**src/rtl/ping_sched_pkg.sv**
```systemverilog
`default_nettype none
// ============================================================================
//  Module      : ping_sched_pkg
//  Description : Shared types and default parameters for the ping scheduler.
//                Contents:
//                  - ping_state_t : scheduler FSM state encoding
//                  - DEF_DATA_WIDTH / DEF_DLY_NUM / DEF_TIMEOUT : defaults
//                  - idx_width()  : width of an index into DLY_NUM entries
//  Revision    : 1.0 - initial release
// ============================================================================
package ping_sched_pkg;

    localparam int DEF_DATA_WIDTH = 16;
    localparam int DEF_DLY_NUM    = 3;
    localparam int DEF_TIMEOUT    = 65535;

    typedef enum logic [2:0] {
        ST_IDLE     = 3'd0,
        ST_LOAD     = 3'd1,
        ST_WAIT_RDY = 3'd2,
        ST_PING     = 3'd3,
        ST_MEASURE  = 3'd4,
        ST_REPORT   = 3'd5
    } ping_state_t;

    // An index register needs at least one bit even for a single entry.
    function automatic int idx_width(input int n);
        return (n > 1) ? $clog2(n) : 1;
    endfunction

endpackage
`default_nettype wire

```
**src/rtl/ping_lat_counter.sv**
```systemverilog
`default_nettype none
// ============================================================================
//  Module      : ping_lat_counter
//  Description : Ping-to-pong latency counter with clear, enable, saturation
//                and timeout compare.
//  Ports       : clk        in   clock
//                reset_n    in   async active-low reset
//                clr        in   restart; count reads 1 on the next cycle,
//                                i.e. the first measurement cycle
//                en         in   advance by one (saturating)
//                count      out  DATA_WIDTH current latency
//                at_timeout out  count equals TIMEOUT
//  Revision    : 1.0 - initial release
// ============================================================================
module ping_lat_counter
    import ping_sched_pkg::*;
#(
    parameter int DATA_WIDTH = DEF_DATA_WIDTH,
    parameter int TIMEOUT    = DEF_TIMEOUT
) (
    input  logic                  clk,
    input  logic                  reset_n,
    input  logic                  clr,
    input  logic                  en,
    output logic [DATA_WIDTH-1:0] count,
    output logic                  at_timeout
);

    localparam logic [DATA_WIDTH-1:0] C_ONE     = DATA_WIDTH'(1);
    localparam logic [DATA_WIDTH-1:0] C_MAX     = '1;
    localparam logic [DATA_WIDTH-1:0] C_TIMEOUT = DATA_WIDTH'(TIMEOUT);

    logic [DATA_WIDTH-1:0] r_count;

    // Clear loads 1 rather than 0: the edge leaving the ping cycle already
    // counts as the first cycle of latency.
    always_ff @(posedge clk or negedge reset_n) begin
        if (!reset_n) begin
            r_count <= '0;
        end else if (clr) begin
            r_count <= C_ONE;
        end else if (en && (r_count != C_MAX)) begin
            r_count <= r_count + C_ONE;
        end
    end

    assign count      = r_count;
    assign at_timeout = (r_count == C_TIMEOUT);

endmodule
`default_nettype wire

```
**src/rtl/ping_scheduler.sv**
```systemverilog
`default_nettype none
// ============================================================================
//  Module      : ping_scheduler
//  Description : Loads DLY_NUM delay words from a host stream to the antenna,
//                then for each entry issues a ping, measures the pong latency
//                (bounded by TIMEOUT) and reports it on a result stream.
//                Optional feature macro: PING_SCHED_STATS_EN enables min/max
//                latency tracking on stat_min/stat_max (tied to 0 otherwise).
//  Ports       : clk, reset_n                 clock, async active-low reset
//                start, abort                 run begin pulse, sync abort
//                s_tvalid/s_tready/s_tdata    host delay-word stream
//                ant_tvalid/ant_tdata         delay words to antenna
//                ant_ping/ant_pong/ant_ping_ready  antenna ping handshake
//                res_valid/res_ready/res_data/res_timeout  result stream
//                busy, done                   status
//                stat_min, stat_max           latency statistics
//  Revision    : 1.0 - initial release
// ============================================================================
module ping_scheduler
    import ping_sched_pkg::*;
#(
    parameter int DATA_WIDTH = DEF_DATA_WIDTH,
    parameter int DLY_NUM    = DEF_DLY_NUM,
    parameter int TIMEOUT    = DEF_TIMEOUT
) (
    input  logic                  clk,
    input  logic                  reset_n,
    input  logic                  start,
    input  logic                  abort,
    input  logic                  s_tvalid,
    output logic                  s_tready,
    input  logic [DATA_WIDTH-1:0] s_tdata,
    output logic                  ant_tvalid,
    output logic [DATA_WIDTH-1:0] ant_tdata,
    output logic                  ant_ping,
    input  logic                  ant_pong,
    input  logic                  ant_ping_ready,
    output logic                  res_valid,
    input  logic                  res_ready,
    output logic [DATA_WIDTH-1:0] res_data,
    output logic                  res_timeout,
    output logic                  busy,
    output logic                  done,
    output logic [DATA_WIDTH-1:0] stat_min,
    output logic [DATA_WIDTH-1:0] stat_max
);

    localparam int                    IDX_W      = idx_width(DLY_NUM);
    localparam logic [IDX_W-1:0]      C_IDX_LAST = IDX_W'(DLY_NUM - 1);
    localparam logic [IDX_W-1:0]      C_IDX_ONE  = IDX_W'(1);
    localparam logic [DATA_WIDTH-1:0] C_TIMEOUT  = DATA_WIDTH'(TIMEOUT);

    ping_state_t           r_state;
    ping_state_t           w_next;
    logic [IDX_W-1:0]      r_idx;
    logic                  w_idx_last;
    logic                  w_s_hs;
    logic                  w_res_hs;
    logic                  w_cnt_clr;
    logic                  w_cnt_en;
    logic [DATA_WIDTH-1:0] w_count;
    logic                  w_at_timeout;

    // ------------------------------------------------------------------------
    // Latency counter
    // ------------------------------------------------------------------------
    ping_lat_counter #(
        .DATA_WIDTH (DATA_WIDTH),
        .TIMEOUT    (TIMEOUT)
    ) u_lat_counter (
        .clk        (clk),
        .reset_n    (reset_n),
        .clr        (w_cnt_clr),
        .en         (w_cnt_en),
        .count      (w_count),
        .at_timeout (w_at_timeout)
    );

    // ------------------------------------------------------------------------
    // FSM state register
    // ------------------------------------------------------------------------
    always_ff @(posedge clk or negedge reset_n) begin
        if (!reset_n) begin
            r_state <= ST_IDLE;
        end else begin
            r_state <= w_next;
        end
    end

    assign w_idx_last = (r_idx == C_IDX_LAST);

    // ------------------------------------------------------------------------
    // FSM next state and state-decoded outputs.
    // The stream handshakes are masked during abort so the host never sees a
    // transfer accepted by a run that is being discarded.
    // ------------------------------------------------------------------------
    always_comb begin
        w_next    = r_state;
        s_tready  = 1'b0;
        ant_ping  = 1'b0;
        res_valid = 1'b0;
        w_cnt_clr = 1'b0;
        w_cnt_en  = 1'b0;
        case (r_state)
            ST_IDLE: begin
                if (start) w_next = ST_LOAD;
            end
            ST_LOAD: begin
                s_tready = !abort;
                if (s_tvalid && w_idx_last) w_next = ST_WAIT_RDY;
            end
            ST_WAIT_RDY: begin
                if (ant_ping_ready) w_next = ST_PING;
            end
            ST_PING: begin
                ant_ping  = 1'b1;
                w_cnt_clr = 1'b1;
                w_next    = ST_MEASURE;
            end
            ST_MEASURE: begin
                w_cnt_en = 1'b1;
                if (ant_pong || w_at_timeout) w_next = ST_REPORT;
            end
            ST_REPORT: begin
                res_valid = !abort;
                if (res_ready) begin
                    w_next = (w_idx_last || res_timeout) ? ST_IDLE : ST_WAIT_RDY;
                end
            end
            default: w_next = ST_IDLE;
        endcase
        if (abort) w_next = ST_IDLE;
    end

    assign w_s_hs   = s_tvalid && s_tready;
    assign w_res_hs = res_valid && res_ready;
    assign busy     = (r_state != ST_IDLE);

    // ------------------------------------------------------------------------
    // Datapath: entry index, antenna word register, result register, done
    // ------------------------------------------------------------------------
    always_ff @(posedge clk or negedge reset_n) begin
        if (!reset_n) begin
            r_idx       <= '0;
            ant_tvalid  <= 1'b0;
            ant_tdata   <= '0;
            res_data    <= '0;
            res_timeout <= 1'b0;
            done        <= 1'b0;
        end else if (abort) begin
            r_idx       <= '0;
            ant_tvalid  <= 1'b0;
            ant_tdata   <= '0;
            res_data    <= '0;
            res_timeout <= 1'b0;
            done        <= 1'b0;
        end else begin
            ant_tvalid <= w_s_hs;
            done       <= 1'b0;
            if (w_s_hs) ant_tdata <= s_tdata;
            case (r_state)
                ST_IDLE: begin
                    if (start) r_idx <= '0;
                end
                ST_LOAD: begin
                    // The index doubles as the word count while loading and
                    // is rewound for the measurement phase.
                    if (w_s_hs) r_idx <= w_idx_last ? '0 : (r_idx + C_IDX_ONE);
                end
                ST_MEASURE: begin
                    // Pong has priority over a coincident timeout.
                    if (ant_pong) begin
                        res_data    <= w_count;
                        res_timeout <= 1'b0;
                    end else if (w_at_timeout) begin
                        res_data    <= C_TIMEOUT;
                        res_timeout <= 1'b1;
                    end
                end
                ST_REPORT: begin
                    if (w_res_hs) begin
                        if (w_idx_last || res_timeout) begin
                            done  <= 1'b1;
                            r_idx <= '0;
                        end else begin
                            r_idx <= r_idx + C_IDX_ONE;
                        end
                    end
                end
                default: ;
            endcase
        end
    end

    // ------------------------------------------------------------------------
    // Latency statistics (non-timeout results since the last start)
    // ------------------------------------------------------------------------
`ifdef PING_SCHED_STATS_EN
    logic [DATA_WIDTH-1:0] r_stat_min;
    logic [DATA_WIDTH-1:0] r_stat_max;

    always_ff @(posedge clk or negedge reset_n) begin
        if (!reset_n) begin
            r_stat_min <= '0;
            r_stat_max <= '0;
        end else if (abort) begin
            r_stat_min <= '0;
            r_stat_max <= '0;
        end else if ((r_state == ST_IDLE) && start) begin
            r_stat_min <= '1;
            r_stat_max <= '0;
        end else if ((r_state == ST_MEASURE) && ant_pong) begin
            if (w_count < r_stat_min) r_stat_min <= w_count;
            if (w_count > r_stat_max) r_stat_max <= w_count;
        end
    end

    assign stat_min = r_stat_min;
    assign stat_max = r_stat_max;
`else
    assign stat_min = '0;
    assign stat_max = '0;
`endif

endmodule
`default_nettype wire

```
**config.mk**
```make
export PLATFORM = sky130hd
export DESIGN_NAME = ping_scheduler
export DESIGN_NICKNAME = d
export VERILOG_FILES = /design/src/rtl/ping_sched_pkg.sv /design/src/rtl/ping_lat_counter.sv /design/src/rtl/ping_scheduler.sv
export SDC_FILE = /design/constraint.sdc
export NUM_CORES = 1
export LEC_CHECK = 0
export CAP_MARGIN = 20
export CORE_MARGIN = 1
export CORE_UTILIZATION = 68
export DETAILED_ROUTE_END_ITERATION = 12
export DONT_BUFFER_PORTS = 1
export PLACE_DENSITY = 0.92
export SLEW_MARGIN = 20
export SYNTH_ARGS = -nofsm -noshare
export SYNTH_HDL_FRONTEND = slang
export SYNTH_SLANG_ARGS = --single-unit
```
**constraint.sdc**
```tcl
create_clock -name clk -period 4.8 [get_ports clk]
set_input_delay 0.24 -clock clk [delete_from_list [all_inputs] [get_ports clk]]
set_output_delay 0.24 -clock clk [all_outputs]
set_load 0.01 [all_outputs]
```
After elaboration in Yosys (flattened, before gate mapping)
Cells that the tools add are included. W data, S select, Z words.

Register bits: 56. Bits of input ports: 24. Output and inout bits: 71. Word-level logic and storage cells: 78.

Add/sub/neg operators: 2. Equal/unequal tests: 15. Multiplexer cells: 36. Reductions and logical operators: 17.

Operator list (number): $mux W16 (8); $ne A3 B3 Y1 const B (7); $mux W3 (6); $pmux W3 S6 (1); $add A16 B1 Y16 const B (1); $eq A16 B16 Y1 const B (1); $ne A16 B16 Y1 const B (1); $mux W2 (7); $mux W1 (13); $eq A3 B2 Y1 const B (2); $eq A3 B3 Y1 const B (2); $pmux W2 S3 (1); $reduce_bool A2 Y1 (3); $reduce_bool A3 Y1 (2); $reduce_and A5 Y1 (1); $logic_and A1 B1 Y1 (4); $reduce_and A4 Y1 (1); $reduce_bool A4 Y1 (1); $eq A3 B1 Y1 const B (1); $logic_not A3 Y1 (1); $add A2 B1 Y2 const B (1); $eq A2 B2 Y1 const B (1); $logic_or A1 B1 Y1 (2); $reduce_and A2 Y1 (1); $logic_not A1 Y1 (1).

Depth between registers and ports, before layout
Gate-level depths: netlist of the first run.

Word-level depth: 6. Mapped depth: 8. Mapped depth without buffers: 7.

Modules after synthesis
A second synthesis of the first run with hierarchy kept.

Cell total of the unflattened synthesis: 315. Area, all modules: 3269.4 um^2.

Modules (own cells, without submodules): ping_scheduler (instances 1, cells each 206, area an instance 2230.9 um^2, seq. area each 1001.0 um^2); ping_lat_counter (instances 1, cells each 109, area an instance 1038.5 um^2, seq. area each 400.4 um^2).

Worst setup path after synthesis of the first run
OpenSTA, ideal clock, no wires.

Kind: register to register. Start: register u_lat_counter.r_count[0] (netlist: u_lat_counter.count[0]). End: register u_lat_counter.r_count[15] (netlist: u_lat_counter.count[15]). Library setup time: 0.120 ns. Arrival time: 1.684 ns. Required time: 4.680 ns. Setup slack: 2.996 ns. Stages on the path, launching flop included: 8. Buffers on the path: 1. Period minus slack after synthesis: 1.804 ns. Cell sequence: dfrtp_1 ha_1 nand4_1 and4bb_1 buf_4 nor4_4 a211oi_1 a31o_1.

Longest elaborated chain between the ends: 3. Elaborated cells on any way between the ends: 6. Those cells by class: 1 x add/sub; 1 x eq/ne; 2 x mux; 2 x reduce/logical.

RTL lines: start: declaration (line ping_lat_counter.sv:33) `logic [DATA_WIDTH-1:0] r_count;`; start signal: assignment (line ping_lat_counter.sv:43) `r_count <= r_count + C_ONE;`; $add A16 B1 Y16 / $ne A16 B16 Y1 (equally long branches) (line ping_lat_counter.sv:43, ping_lat_counter.sv:42); $mux W16 / $logic_and A1 B1 Y1 (equally long branches) (line ping_lat_counter.sv:42) `end else if (en && (r_count != C_MAX)) begin`; $mux W16 / $reduce_bool A2 Y1 (equally long branches).

Parallel ways exist; a longest one is shown, timed or not. The select of a mux whose other input is x is not followed. A chain may end at the register's enable or synchronous reset.

Final worst setup path of the first run
Start: register r_state[0]. End: register ant_tdata[2].

Longest elaborated chain between the ends: 4.

RTL lines: start: declaration (line ping_scheduler.sv:53) `ping_state_t r_state;`; start signal: assignment (line ping_scheduler.sv:86) `r_state <= w_next;`; $eq A3 B1 Y1 (line ping_scheduler.sv:104) `case (r_state)`; $mux W1 (line ping_scheduler.sv:104); net s_tready (line ping_scheduler.sv:31) `output logic s_tready,`; $logic_and A1 B1 Y1 (line ping_scheduler.sv:135) `assign w_s_hs = s_tvalid && s_tready;`; $reduce_bool A2 Y1 (no source line); end signal: assignment (line ping_scheduler.sv:160) `if (w_s_hs) ant_tdata <= s_tdata;`; end: declaration (line ping_scheduler.sv:34) `output logic [DATA_WIDTH-1:0] ant_tdata,`.

The timed path passes the listed nets, and every way through them passes these cells.

==> reports/results.ini, run 1 <==
[outcome]
status=completed

[cells_and_area]
diodes=0
fin_cells=368
final_area_um2=3050
area_growth_pct=0.123
drive_gt1_share_pct=9.12
multi_input_area_um2=1410
regArea_um2=1400
finalNetCount=345
n_fill_cell=305

[place]
hpwl_um=3880
place_area_um2=2910
port_buffers=0
place.gp.congestion=0.856
dp_cells=357

[sta]
report.final.slew_viol_count=0
grt_setup_unrepaired=false
finalClockSkew_ns=0.00695
finalCritPeriodShare_pct=45.7
max_freq_mhz=456
hold_viol=0
fin_tns_setup_ns=0
min_period_ns=2.19
relSlewSlack_pct=41.6
worst_slew_pin_slew_ns=0.874
setup-violations-final=0

[pwr]
ir_drop_uv=192
power_switching_share_pct=27.0
clkPwrFrac_pct=32.4
p_comb_share_pct=7.6
p_total_uw=837
p_int_uw=611
power_density_nw_per_um2=274
leakagePower_nw=1.46
switching_power_uw=226
seqPwrFrac_pct=60.1

[worst_setup_path]
critPathKind=flip-flop to flip-flop
cp-start-kind=flip-flop
cp.required_ns=5.06
end_kind=flip-flop
crit_fanout=17
cp_data_arrival_time_ns=2.46

[synth]
synth_seq_area_share_pct=46.0
synth_ff_type=dfrtp_1
synth_edf_count=0
synthDistinctLibCells=52
syn-cell-area_um2=3050
yosysWarnings=0
avgSynthCellArea_um2=9.44
synth_top_area_share_pct=46.0
synth_area_leaders=dfrtp_1 46%, buf_4 8.4%, nand2_1 6.0%
synthCells=323
async_reset_ff_share_pct=100
synth_top_cell_by_area=dfrtp_1
ys_ff_latch=56

[clocking]
clock_sinks=56
insertion_delay_ns=0.32
clockBufferDepth=2
cts_buffers=5
tritoncts=yes
root_buffer=clkbuf_8
clkTransAtPathRegs_ns=0.11
cts-resized-gates=0
h-tree-depth=2

[drt]
drc=0
antenna_left=0
viasPerCell=5.76
firstDrtPassIters=4
drtIter0Drc=118
wl_per_cell_um=15.7
drt_wl_total_um=5780
dr_total_vias=2120

[run]
cap_violations=0

[floorplan]
fp.dieH_um=69.0
ios=95
rows=23
core_um2=4140
die-area_um2=4750
die-width_um=69.0
initial_core_util_pct=73.6

[global_route]
grtUsageTotal_pct=26.8
grt_pass1_vias=1939
grt_max_degree=57
gr-total-overflow=0
grt_pass1_wl_um=9140
antenna_found_initial=0

[worst_hold_path]
hold_class=input port to flip-flop

## critical path: stages (launching register included)
cell and delay (ns):
dfrtp_1 0.56, nand2b_1 0.19, nor3_1 0.38, nand2_1 0.45, inv_2 0.38, nand2_1 0.11, nand2_1 0.08
## flip-flops by register name, summed over array words and instances, names as in the netlist
signal               count
ant_tdata               16
res_data                16
u_lat_counter.count     16
r_state                  3
r_idx                    2
ant_tvalid               1
done                     1
res_timeout              1
## what timing repair did
item                      in CTS  in global routing
setup buffers                  0                  0
hold endpoints to repair      75                  0
hold buffers                   3                  0
## synthesized netlist by cell type (4+ instances only)
library cell	number
nor3_2	9
a21oi_1	5
buf_4	34
nor3_1	10
dfrtp_1	56
nand2_1	49
nand3b_1	17
ha_1	4
nor2_1	31
buf_2	4
clkbuf_1	8
xnor2_1	5
nand4_1	9
inv_1	10
nor2b_1	17
## power groups by stage
| stage | registers [mW] | logic, mW | clock network, mW |
|---|---|---|---|
| global placement | 0.510 | 0.0446 | 0 |
| CTS | 0.502 | 0.0637 | 0.278 |
| floorplan | 0.506 | 0.0681 | 0 |
| finish | 0.503 | 0.0634 | 0.271 |
| detailed placement | 0.511 | 0.0473 | 0 |
| global route | 0.504 | 0.0739 | 0.296 |
## area by class of cell
class	instances	area share, %
sequential	56	45.9
clock inverter	3	0.820
multi-input combinational	240	46.0
clock buffer	5	2.26
timing repair buffer	3	1.56
tap	50	2.05
inverter	11	1.35
## kinds of logic (layout without fill, tap and decap cells)
| family | count (synthesis) | after routing | synth area share, % |
|---|---|---|---|
| adders and majority gates | 4 | 4 | 1.64 |
| DFF | 56 | 56 | 46.0 |
| AOI/OAI and AO/OA | 27 | 27 | 6.36 |
| buffers and inverters | 58 | 22 | 11.7 |
| other | 1 | 32 | 0.123 |
| muxes | 4 | 4 | 1.35 |
| and+or+nand+nor | 165 | 165 | 30.5 |
| xor gates and xnor gates | 8 | 8 | 2.30 |
## per-stage QoR
step / utilization [%] / hold slack [ns] / worst slack (ns)
finish: 73.6 / 0.0172 / 2.61
global route: 73.6 / 0.0174 / 2.35
CTS: 73.6 / 0.00774 / 2.63
detailed placement: 70.2 / -0.0545 / 2.63
global placement: 70.2 / -0.0545 / 2.76
floorplan: - / -0.0556 / 3.00
## final timing paths
kind,start,end,slack [ns],cells after the start
worst max register to register,r_state[0]$_DFFE_PN0P_,ant_tdata[2]$_DFFE_PN0P_,2.61,6
worst max-delay path,r_state[0]$_DFFE_PN0P_,ant_tdata[2]$_DFFE_PN0P_,2.61,6
max in group asynchronous,reset_n,ant_tdata[15]$_DFFE_PN0P_,4.11,2
min in group asynchronous,reset_n,res_data[6]$_DFFE_PN0P_,0.47,2
worst min register to register,r_idx[1]$_DFFE_PN0P_,r_idx[1]$_DFFE_PN0P_,0.56,1
worst min-delay path,ant_pong,res_timeout$_DFFE_PN0P_,0.02,1
## placed cells by master, fill, tap and decap left out, types with 9 or more instances in the layout
cell type,instances
conb_1,32
dfrtp_1,56
inv_1,10
nand2_1,49
nand3b_1,17
nand4_1,9
nor2_1,31
nor2b_1,17
nor3_1,10
nor3_2,9
## layer usage
layer / share of wire [%] / up-vias / track usage (%)
met3: 8.0 / 7 / 7.40
met4: 1.5 / 0 / 10.2
met5: 0 / - / 0
met2: 49 / 97 / 42.8
met1: 42 / 1007 / 34.4
li1: - / 1009 / -
No activity file was read; power rests on OpenSTA's default activity.
==> inputs of run 2 (changes only) <==
- ABC_AREA: unset -> 1
- CORE_UTILIZATION: 68 -> 57
- PLACE_DENSITY: 0.92 -> 0.83
- clock period: 4.8 -> 2 ns (I/O delays scaled with it)
==> run 2 against run 1 <==
Compared with the run above: cell count grew 38%; worst setup slack lost 2.3 ns; maximum frequency grew 29%; first-iteration DRC count grew 45%; critical path type unchanged; critical endpoint is now res_data[0]$_DFFE_PN0P_.
==> reports/results.ini, run 2 <==
[place]
port_buffers=0  ; unchanged
hpwl_um=4480  ; +15%
place_ws_ns=0.337  ; -2.29 ns
dp_cells=477  ; +34%
place_area_um2=3110  ; +6.8%
place.gp.congestion=0.870  ; +1.7%

[clocking]
cts_buffers=5  ; unchanged
ctsHoldBuffers=22  ; +19
root_buffer=clkbuf_8
post_cts_buffers=0  ; unchanged
h-tree-depth=2  ; unchanged
clkTransAtPathRegs_ns=0.10  ; about the same
clock_sinks=56  ; unchanged
clockBufferDepth=2  ; unchanged
insertion_delay_ns=0.32  ; about the same
tritoncts=yes
cts-resized-gates=0  ; unchanged

[cells_and_area]
final_area_um2=3440  ; +13%
drive_gt1_share_pct=8.01  ; -1.1 points
area_growth_pct=7.71
finalNetCount=464  ; +34%
layout_common_cells=132 x nand2_1, 56 x dfrtp_1, 35 x nand3_1, 32 x conb_1, 30 x o21ai_0
diodes=0  ; unchanged
fin_cells=507  ; +38%
n_fill_cell=447  ; +47%
mostFrequentLayoutCell=nand2_1

[sta]
finalClockSkew_ns=0.00600  ; -0.000943 ns
relSlewSlack_pct=63.4  ; +22 points
min_period_ns=1.70  ; -0.490 ns
setup-violations-final=0  ; unchanged
worst_slack_ns=0.297  ; -2.31 ns
hold_viol=0  ; unchanged
max_freq_mhz=587  ; +29%
report.final.slew_viol_count=0  ; unchanged
finalCritPeriodShare_pct=85.2  ; +39 points
grt_setup_unrepaired=false
worst_slew_pin_slew_ns=0.547  ; -0.326 ns
fin_tns_setup_ns=0  ; unchanged

[synth]
synth_area_leaders=dfrtp_1 44%, nand2_1 15%, buf_4 8.0%
synth_seq_area_share_pct=43.8  ; -2.1 points
synth_ff_type=dfrtp_1
synthTopCellsByCount=132 x nand2_1, 56 x dfrtp_1, 35 x nand3_1
syn-cell-area_um2=3200  ; +4.9%
avgSynthCellArea_um2=7.67  ; -19%
synthCells=417  ; +29%
synth_edf_count=0  ; unchanged
synth_top_area_share_pct=43.8  ; -2.1 points
yosysWarnings=0  ; unchanged
ys_ff_latch=56  ; unchanged
synth.most_common_cell=nand2_1
synthDistinctLibCells=33  ; -37%
async_reset_ff_share_pct=100  ; unchanged
synth_top_cell_by_area=dfrtp_1

[drt]
drt_wl_total_um=6570  ; +14%
drc=0  ; unchanged
antenna_left=0  ; unchanged
drtIter0Drc=171  ; +45%
wl_per_cell_um=13.0  ; -17%
viasPerCell=5.22  ; -9.4%
firstDrtPassIters=5  ; +1
dr_total_vias=2645  ; +25%

[global_route]
grt_pass1_vias=2488  ; +28%
antenna_found_initial=0  ; unchanged
grt_pass1_wl_um=11400  ; +24%
grt_max_degree=57  ; unchanged
grtUsageTotal_pct=24.2  ; -2.6 points
gr-total-overflow=0  ; unchanged

[floorplan]
die-width_um=76.9  ; +12%
ios=95  ; unchanged
fp.dieH_um=76.9  ; +12%
rows=26  ; +13%
initial_core_util_pct=61.0  ; -13 points
core_um2=5240  ; +26%
die-area_um2=5910  ; +24%

[worst_hold_path]
hold_path_depth=3  ; +2
worstHoldStart=s_tvalid
min_to=ant_tdata[7]$_DFFE_PN0P_
hold_class=input port to flip-flop

[pwr]
leakagePower_nw=1.76  ; +20%
p_total_mw=2.82  ; +240%
power_density_nw_per_um2=818  ; +200%
ir_drop_uv=583  ; +200%

[worst_setup_path]
r2r-start=u_lat_counter.count[0]$_DFFE_PN0P_
cp-start-kind=flip-flop
critPathKind=flip-flop to flip-flop
crit_chain=ha_1 > nand3_2 > nor2_4 > nand2_2 > nand2_1 > nand2_1 > o21ai_0
end_kind=flip-flop
cp.required_ns=2.24  ; -2.82 ns
r2r-end=res_data[0]$_DFFE_PN0P_
r2r_setup_slack_ns=0.30  ; -2.31 ns
cp_slowest_cell=dfrtp_1
crit_fanout=8  ; -9
rr_worst_depth=7  ; +1
cpPeakStageDelay_ns=0.45  ; -0.11 ns
cp_data_arrival_time_ns=1.94  ; -0.52 ns
crit_top_cell=nand2_1

[run]
cap_violations=0  ; unchanged

[outcome]
status=completed

==> run 2: cell count changes in the layout (fill, tap and decap cells not counted), sizes merged, moves of 5 or more <==
cell         change
nand2           +90
o21ai           +43
nand3           +33
dlygate4sd3     +19
inv             +19
nand3b          -17
nor2b           -17
nor3            -17
xnor2            -5
==> run 2: report_power, final <==
group / internal [mW] / switching [mW]
clock: 0.258 / 0.397
sequential: 1.27 / 0.173
combinational: 0.234 / 0.485
total: 1.76 / 1.06
==> run 2: layer usage <==
metal  vias up  part of all wire [%]  track usage [%]
met5         -                     0                0
met4         0                   2.8             10.8
met3        19                   6.1             5.00
met2       119                    48             39.6
met1      1205                    43             30.8
li1       1302                     -                -
==> run 2: area by class of cell <==
class	count	area (um2)	share of cell area, %
Inverter	33	130	3.78
Clock inverter	3	27.5	0.799
Sequential cell	56	1400	40.7
Clock buffer	5	68.8	2.00
Multi-Input combinational cell	315	1470	42.6
Tap cell	70	87.6	2.54
Timing Repair Buffer	25	260	7.56
==> run 2: cells by family after synthesis <==
family | Yosys count | synth area share, %
xor+xnor | 6 | 1.64
other cells | 1 | 0.117
simple gates | 222 | 30.3
flops | 56 | 43.8
buf+inv | 77 | 13.9
fa+ha+maj | 4 | 1.57
compound gates | 51 | 8.61
==> run 2: worst max-delay path by stage <==
| stage | from | to | slack (ns) | cells after the start |
|---|---|---|---|---|
| after CTS | r_state[2]$_DFFE_PN0P_ | ant_ping | 0.30 | 5 |
| after global placement | r_state[2]$_DFFE_PN0P_ | u_lat_counter.count[3]$_DFFE_PN0P_ | 0.41 | 8 |
| final | u_lat_counter.count[0]$_DFFE_PN0P_ | res_data[0]$_DFFE_PN0P_ | 0.30 | 7 |
| after global routing | u_lat_counter.count[0]$_DFFE_PN0P_ | res_data[0]$_DFFE_PN0P_ | 0.12 | 7 |
| after detailed placement | u_lat_counter.count[0]$_DFFE_PN0P_ | res_data[0]$_DFFE_PN0P_ | 0.34 | 8 |
| after floorplan | u_lat_counter.count[0]$_DFFE_PN0P_ | res_data[15]$_DFFE_PN0P_ | 0.48 | 9 |
==> run 2: critical path: cells and delay by family, from the launching register on <==
kind | cells | cell delay [ns]
AOI/OAI and AO/OA | 1 | 0.22
adders and majority gates | 1 | 0.30
DFF | 1 | 0.45
and+or+nand+nor | 5 | 0.66
==> run 2: per-stage QoR <==
step | utilization, % | hold slack [ns]
after CTS | 65.7 | 0.0511
after global routing | 65.7 | 0.0785
final | 65.7 | 0.0563
after floorplan | - | -0.196
after global placement | 59.4 | -0.193
after detailed placement | 59.4 | -0.193
==> inputs of run 3 (changes only) <==
- GPL_TIMING_DRIVEN: unset -> 0
- MAX_ROUTING_LAYER: unset -> met4
==> run 3 against run 2 <==
Compared with the run above: die area unchanged; sequential share of layout area down 3.6 points; non-clock buffer count up 42; sequential power about the same; clock power up 21%; maximum frequency down 8.5%; via count up 6.7%; total power up 9.5%; worst setup slack worse by 0.16 ns; routed wire length up 7.6%; critical path depth up 3; utilization up 6.4 points.
==> reports/results.ini, run 3 (synthesis gave the netlist of run 2 again) <==
[drt]
met2_length_um=3490  ; +11%
wl_per_cell_um=12.9  ; -0.68%
viasPerCell=5.14  ; -1.4%
firstDrtPassIters=4  ; -1
highest_layer=met4
drtIter0Drc=234  ; +37%
wl_met3_um=502  ; +25%
dr_total_vias=2823  ; +6.7%
wl_met1_um=2920  ; +2.6%
drc=0  ; unchanged
drt_wl_total_um=7060  ; +7.6%
antenna_left=0  ; unchanged

[clocking]
tritoncts=yes
clock_sinks=56  ; unchanged
cts_buffers=5  ; unchanged
root_buffer=clkbuf_8
insertion_delay_ns=0.32  ; about the same
clockBufferDepth=2  ; unchanged
h-tree-depth=2  ; unchanged
clkTransAtPathRegs_ns=0.11  ; about the same

[global_route]
grtUsageTotal_pct=25.9  ; +1.7 points
grt_max_degree=57  ; unchanged
antenna_found_initial=0  ; unchanged
gr-total-overflow=0  ; unchanged
grt_pass1_wl_um=11900  ; +5.2%
grt_pass1_vias=2713  ; +9.0%

[sta]
setup-violations-final=0  ; unchanged
max_freq_mhz=537  ; -8.5%
min_period_ns=1.86  ; +0.158 ns
finalClockSkew_ns=0.00667  ; +0.000670 ns
fin_tns_setup_ns=0  ; unchanged
finalCritPeriodShare_pct=93.1  ; +7.9 points
report.final.slew_viol_count=0  ; unchanged
hold_viol=0  ; unchanged

[worst_setup_path]
crit_fanout=8  ; unchanged
cp.required_ns=2.26  ; +0.02 ns
cp_data_arrival_time_ns=2.12  ; +0.18 ns
critPathKind=flip-flop to flip-flop
end_kind=flip-flop
r2r_setup_slack_ns=0.14  ; -0.16 ns
cp-start-kind=flip-flop

[run]
cap_violations=0  ; unchanged

[cells_and_area]
finalNetCount=506  ; +9.1%
mostFrequentLayoutCell=nand2_1
drive_gt1_share_pct=15.7  ; +7.6 points
area_growth_pct=18.2
diodes=0  ; unchanged
layout_common_cells=131 x nand2_1, 55 x dfrtp_1, 35 x nand3_1, 34 x buf_4, 32 x conb_1

[floorplan]
die-area_um2=5910  ; unchanged
rows=26  ; unchanged
initial_core_util_pct=61.0  ; unchanged
ios=95  ; unchanged
core_um2=5240  ; unchanged
die-width_um=76.9  ; unchanged
fp.dieH_um=76.9  ; unchanged

[place]
hpwl_um=4870  ; +8.7%
place.gp.congestion=0.897  ; +3.1%
port_buffers=0  ; unchanged

[pwr]
power_density_nw_per_um2=816  ; -0.26%
leakagePower_nw=1.99  ; +13%
ir_drop_uv=454  ; -22%
p_total_mw=3.08  ; +9.5%

[worst_hold_path]
hold_class=input port to flip-flop

[outcome]
status=completed

run 3: worst paths after layout:
| kind | start | to | cells after the start |
|---|---|---|---|
| max | r_state[1]$_DFFE_PN0P_ | ant_tdata[0]$_DFFE_PN0P_ | 10 |
| min | ant_pong | res_timeout$_DFFE_PN0P_ | 3 |
| max reg2reg | r_state[1]$_DFFE_PN0P_ | ant_tdata[0]$_DFFE_PN0P_ | 10 |
| min reg2reg | r_idx[1]$_DFFE_PN0P_ | r_idx[1]$_DFFE_PN0P_ | 2 |
| max in group asynchronous | reset_n | r_state[0]$_DFFE_PN0P_ | 2 |
| min in group asynchronous | reset_n | ant_tdata[15]$_DFFE_PN0P_ | 2 |
run 3: per-stage QoR:
stage / cells / hold slack (ns) / setup WS, ns / utilization (%) / instance area [um2]
final: 549 / 0.00658 / 0.139 / 72.2 / 3780
after detailed placement: 518 / -0.194 / 0.251 / 64.9 / 3400
after floorplan: 448 / -0.196 / 0.477 / - / 3310
after global placement: 518 / -0.194 / 0.293 / 64.9 / 3400
after global routing: 549 / 0.0211 / -0.0111 / 72.2 / 3780
after CTS: 549 / 0.0000101 / 0.124 / 71.9 / 3770
run 3: cell type report:
cell class / count / area [um2]
inverter: 33 / 134
clock inverter: 3 / 50.0
fill: 403 / 1460
tap: 70 / 87.6
sequential: 56 / 1400
multi-input combinational: 315 / 1480
buffer: 44 / 314
clock buffer: 5 / 68.8
timing repair buffer: 23 / 248
run 3: per-layer routing:
layer | global-route usage, % | vias up
met5 | - | -
met1 | 29.4 | 1302
li1 | - | 1392
met2 | 45.0 | 112
met3 | 5.60 | 17
met4 | 9.23 | 0
run 3: worst max-delay path, stage by stage, from the launching register on:
cell and delay [ns]:
dfrtp_1 0.42, inv_1 0.09, nand2_2 0.10, nor2_4 0.13, nand2_1 0.08, inv_2 0.10, nand2_4 0.10, inv_6 0.11
nand2_1 0.06, nand2_1 0.06, dlygate4sd3_1 0.54
run 3: report_power, final:
group / internal [mW] / total, mW / switching, mW
Sequential: 1.27 / 1.44 / 0.174
Combinational: 0.316 / 0.847 / 0.531
Clock: 0.387 / 0.792 / 0.405
Total: 1.97 / 3.08 / 1.11
run 3: timing repair:
| action | CTS | global route |
|---|---|---|
| buffers inserted | 0 | 0 |
| resized for setup | 0 | 5 |
| endpoints found under the setup margin | 0 | 3 |
| endpoints found under the hold margin | 74 | 0 |
| hold buffers | 23 | 0 |
